==> src/rtl/div_pkg.sv <==
// Shared widths and state encodings for the sequential restoring divider.
package div_pkg;

   localparam int unsigned DW = 12;
   localparam int unsigned VW = 6;
   localparam int unsigned CW = $clog2(DW);

   localparam logic [1:0] ST_IDLE = 2'd0;
   localparam logic [1:0] ST_CALC = 2'd1;
   localparam logic [1:0] ST_DONE = 2'd2;

endpackage

==> src/rtl/div_trial_sub.sv <==
// Trial subtraction r_shifted - divisor over VW+1 bits, built as a + ~b + 1.
module div_trial_sub
   import div_pkg::*;
(
   input  logic [VW:0]   r_shifted,
   input  logic [VW-1:0] divisor,
   output logic [VW:0]   diff,
   output logic          borrow
);

   logic [VW+1:0] sum;

   // The carry out of a + ~b + 1 is set exactly when a >= b.
   assign sum    = {1'b0, r_shifted} + {1'b0, ~{1'b0, divisor}} + (VW+2)'(1);
   assign diff   = sum[VW:0];
   assign borrow = ~sum[VW+1];

endmodule

==> src/rtl/seq_restoring_divider.sv <==
// Multi-cycle unsigned restoring divider, one quotient bit per clock.
// Macro DIV_REMAINDER_EN enables the remainder output; otherwise rem is tied to 0.
module seq_restoring_divider
   import div_pkg::*;
(
   input  logic          clk,
   input  logic          rst,
   input  logic          start,
   input  logic [DW-1:0] dividend,
   input  logic [VW-1:0] divisor,
   output logic          busy,
   output logic          done,
   output logic [DW-1:0] quot,
   output logic [VW-1:0] rem,
   output logic          dz
);

   logic [1:0]    state, state_n;
   logic [DW-1:0] d, d_n;
   logic [DW-1:0] q, q_n;
   logic [VW:0]   r, r_n;
   logic [VW-1:0] v, v_n;
   logic [CW-1:0] cnt, cnt_n;
   logic          dzf, dzf_n;
   logic          busy_n, done_n, dz_n;
   logic [DW-1:0] quot_n;
   logic [VW:0]   r_shifted;
   logic [VW:0]   diff;
   logic          borrow;

   // The restored remainder always fits VW bits, so its top bit is dropped by the cast.
   assign r_shifted = (VW+1)'({r, d[DW-1]});

   div_trial_sub u_trial_sub (
      .r_shifted (r_shifted),
      .divisor   (v),
      .diff      (diff),
      .borrow    (borrow)
   );

`ifdef DIV_REMAINDER_EN
   logic [VW-1:0] rem_q, rem_n;
   assign rem = rem_q;
`else
   assign rem = '0;
`endif

   // Next-state, datapath and output register inputs.
   always_comb begin
      state_n = state;
      d_n     = d;
      q_n     = q;
      r_n     = r;
      v_n     = v;
      cnt_n   = cnt;
      dzf_n   = dzf;
      done_n  = 1'b0;
      quot_n  = quot;
      dz_n    = dz;
`ifdef DIV_REMAINDER_EN
      rem_n   = rem_q;
`endif
      case (state)
         ST_IDLE: begin
            // busy still covers the done cycle, so a start there is ignored.
            if (start && !busy) begin
               quot_n = '0;
               dz_n   = 1'b0;
`ifdef DIV_REMAINDER_EN
               rem_n  = '0;
`endif
               d_n    = dividend;
               v_n    = divisor;
               r_n    = '0;
               q_n    = '0;
               cnt_n  = CW'(DW - 1);
               dzf_n  = 1'b0;
               if (divisor == '0) begin
                  q_n     = '1;
                  dzf_n   = 1'b1;
                  state_n = ST_DONE;
               end else begin
                  state_n = ST_CALC;
               end
            end
         end
         ST_CALC: begin
            d_n = {d[DW-2:0], 1'b0};
            r_n = borrow ? r_shifted : diff;
            q_n = {q[DW-2:0], ~borrow};
            if (cnt == '0) begin
               state_n = ST_DONE;
            end else begin
               cnt_n = cnt - CW'(1);
            end
         end
         ST_DONE: begin
            state_n = ST_IDLE;
            done_n  = 1'b1;
            quot_n  = q;
            dz_n    = dzf;
`ifdef DIV_REMAINDER_EN
            rem_n   = r[VW-1:0];
`endif
         end
         default: state_n = ST_IDLE;
      endcase
      busy_n = (state_n != ST_IDLE) || (state == ST_DONE);
   end

   always_ff @(posedge clk) begin
      if (rst) begin
         state <= ST_IDLE;
         d     <= '0;
         q     <= '0;
         r     <= '0;
         v     <= '0;
         cnt   <= '0;
         dzf   <= 1'b0;
         busy  <= 1'b0;
         done  <= 1'b0;
         quot  <= '0;
         dz    <= 1'b0;
`ifdef DIV_REMAINDER_EN
         rem_q <= '0;
`endif
      end else begin
         state <= state_n;
         d     <= d_n;
         q     <= q_n;
         r     <= r_n;
         v     <= v_n;
         cnt   <= cnt_n;
         dzf   <= dzf_n;
         busy  <= busy_n;
         done  <= done_n;
         quot  <= quot_n;
         dz    <= dz_n;
`ifdef DIV_REMAINDER_EN
         rem_q <= rem_n;
`endif
      end
   end

endmodule
==> config.mk <==
export PLATFORM = sky130hd
export DESIGN_NAME = seq_restoring_divider
export DESIGN_NICKNAME = d
export VERILOG_FILES = /design/src/rtl/div_pkg.sv /design/src/rtl/div_trial_sub.sv /design/src/rtl/seq_restoring_divider.sv
export SDC_FILE = /design/constraint.sdc
export NUM_CORES = 1
export LEC_CHECK = 0
export CAP_MARGIN = 5
export CORE_MARGIN = 5
export CORE_UTILIZATION = 45
export CTS_CLUSTER_SIZE = 16
export DETAILED_ROUTE_END_ITERATION = 10
export PLACE_DENSITY = 0.72
export SLEW_MARGIN = 15
export SYNTH_ARGS = -nofsm -noshare
export SYNTH_HDL_FRONTEND = slang
export SYNTH_SLANG_ARGS = --single-unit
export TNS_END_PERCENT = 20
==> constraint.sdc <==
create_clock -name clk -period 4.8 [get_ports clk]
set_input_delay 1.44 -clock clk [delete_from_list [all_inputs] [get_ports clk]]
set_output_delay 1.44 -clock clk [all_outputs]
set_load 0.02 [all_outputs]
==> impl_results.md <==
- # nets final: 341
- Cts hold-fix bufs: 0
- Largest net degree at the start of global routing: 33
- Fin Setup TNS: 0 ps
- Synth unique cells: 39
- Post-DP HPWL: 3692 um
- CTS tree: done
- Cts repair resizes: 0
- CTS Buf Count: 9
- Grt total ovfl: 0
- Register area share after synthesis: 0.4675
- Most frequent cells in the layout: dfxtp_1, nor2_1, clkdlybuf4s50_1
- Synthesized cell area: 2484 sq um
- Syn. warnings: 0
- Hold Violations, Final: 0
- # port buffers: 35
- Tmin final: 3494 ps
- Wirelength, routed: 5559 um
- Antenna-violating nets left: 0
- Final Slew Violations: 0
- Max Buffers Root-to-Sink: 2
- Core ar.: 5439 sq um
- Hold WS: 455.2 ps
- Avg Synthesized Cell Area: 8.807 sq um
- Gr usage total: 0.1607
- Via density: 5.374
- CP Data Arrival Time: 3730 ps
- Commonest non-fill, non-tap cell in the layout: dfxtp_1
- Post-CTS Setup Bufs: 0
- Worst-path maximum fanout: 18
- Status: finished, final reports clean
- Area grow syn2layout: 20.91%
- Nature of the critical path endpoint: flip-flop
- Power Density: 401.3 nW/um^2
- Die Y-Extent: 84.29 um
- Hold Path Class: reg -> reg
- Worst IR Drop VDD: 0.2353 mV
- Via count: 2085
- IO Pins: 42
- Setup Skew: 9.221 ps
- Initial drt markers: 88
- CTS root buf: clkbuf_8
- DRT Pass-1 Iters: 4
- Final Util: 0.5521
- Layout cells sized above 1: 0.06962
- Worst setup path class: in -> reg
- Critical path startpoint category: input port
- Clock transition at path regs: 60 ps
- Slew @ Worst Pin: 999.5 ps
- Die Width: 84.29 um
- H-tree depth: 3
- Total power: 1.205 mW
- WL/cell: 14.33 um
- Syn Inst Count: 282
- # rows: 27
- # diodes: 0
- Final setup fails: 0
- Residual DRC: 0
- Routability cong.: 0.8122
- Initial antenna violation count: 0
- Initial core utilization: 0.4566
- Flops & latches, synth: 58
- Worst slew margin: 0.3323
- Area after DPL: 2834 sq um
- Static Leakage: 1.123 nW
- Die area: 7105 sq um
- Max-cap violation count: 0
- First-pass GRT wire length: 9183 um
- Flop2flop setup slack: 2350 ps
- Final Instance Area: 3003 sq um
- Sinks on Clock Net: 58
- Tcrit/Tclk final: 0.7280
- Vias in the first global route: 2003
- Later-pin clock latency in the skew report: 330 ps
- Max Clk Rate: 286.2 MHz
- CP required: 5040 ps
- RSZ-0062 raised after global routing: no
## cell type report
class	count	area (sq um)
timing repair buffer	36	357.8
sequential	58	1161
clock inverter	3	15.01
multi-input combinational	197	1196
clock buffer	13	148.9
fill	472	2436
tap	72	90.09
inverter	9	33.78
## per-layer routing
metal / vias to the layer above / GRT usage / wire [um]
met5: - / 0 / 0
met4: 0 / 0.08333 / 131
met3: 14 / 0.04514 / 195
met2: 41 / 0.2604 / 2775
met1: 983 / 0.1938 / 2457
li1: 1047 / - / -
## power by group
| part | internal (mW) | switching (mW) |
|---|---|---|
| combinational | 0.102 | 0.166 |
| sequential | 0.522 | 0.0306 |
| clock | 0.199 | 0.184 |
| total | 0.824 | 0.381 |
## worst paths after layout
check | start | depth (start not counted) | end
min | d[1]$_SDFFE_PP0P_ | 2 | d[1]$_SDFFE_PP0P_
max | start | 4 | state[1]$_SDFF_PP0_
max reg2reg | state[1]$_SDFF_PP0_ | 3 | state[1]$_SDFF_PP0_
min reg2reg | d[1]$_SDFFE_PP0P_ | 2 | d[1]$_SDFFE_PP0P_
## synth_stat cells
library cell / count / area (sq um)
a21boi_0: 1 / 7.510
or4b_4: 1 / 13.76
clkbuf_1: 11 / 41.29
conb_1: 1 / 3.750
nor3b_1: 1 / 7.510
a2111oi_2: 1 / 15.01
o31a_1: 2 / 17.52
nand2_1: 30 / 112.6
nand2b_1: 4 / 25.02
nor4_1: 9 / 56.30
nor2_1: 38 / 142.6
dfxtp_1: 58 / 1161
o31ai_2: 2 / 25.02
o211ai_1: 2 / 15.01
nor2_2: 1 / 6.260
fa_1: 1 / 20.02
a211oi_1: 4 / 30.03
nor3_1: 7 / 35.03
nand2_2: 1 / 6.260
nor4b_4: 1 / 23.77
nand4_1: 1 / 6.260
a22oi_1: 13 / 97.59
or3_1: 1 / 6.260
a32oi_1: 1 / 8.760
a31oi_1: 1 / 6.260
buf_2: 6 / 30.03
nor2b_1: 3 / 18.77
buf_4: 6 / 45.04
inv_1: 9 / 33.78
xor2_1: 3 / 26.28
a22o_1: 13 / 113.9
nand3_1: 7 / 35.03
a21oi_1: 27 / 135.1
a32o_1: 1 / 10.01
o21a_1: 1 / 7.510
o21ai_0: 2 / 10.01
ha_1: 8 / 100.1
a21o_1: 1 / 7.510
mux2i_1: 2 / 20.02
## stage by stage
stage	setup WS (ps)	cells
after floorplan	2318	287
after global placement	1138	372
after detailed placement	989.6	372
after CTS	1327	388
after global routing	1098	388
final	1306	388
## sequential cells by signal (all words and copies together), names as in the netlist
register  flops
done          1
dz            1
d            12
q            12
v             6
busy          1
state         2
quot         12
dzf           1
cnt           4
r             6
## critical path, cell delays in order
cell,delay (ps)
clkdlybuf4s50_1,480
nor4b_4,760
nand3_1,650
a211oi_1,390
## kinds of logic (layout without fill, tap and decap cells)
family          Yosys count  in the layout  synth area share
simple gates            105            105            0.1995
compound gates           72             72            0.2040
flops                    58             58            0.4675
buf+inv                  32             61           0.06045
fa+ha+maj                 9              9           0.04836
xor+xnor                  3              3           0.01058
mux                       2              2          0.008061
other cells               1              6          0.001510
No activity file was read; power rests on OpenSTA's default activity.
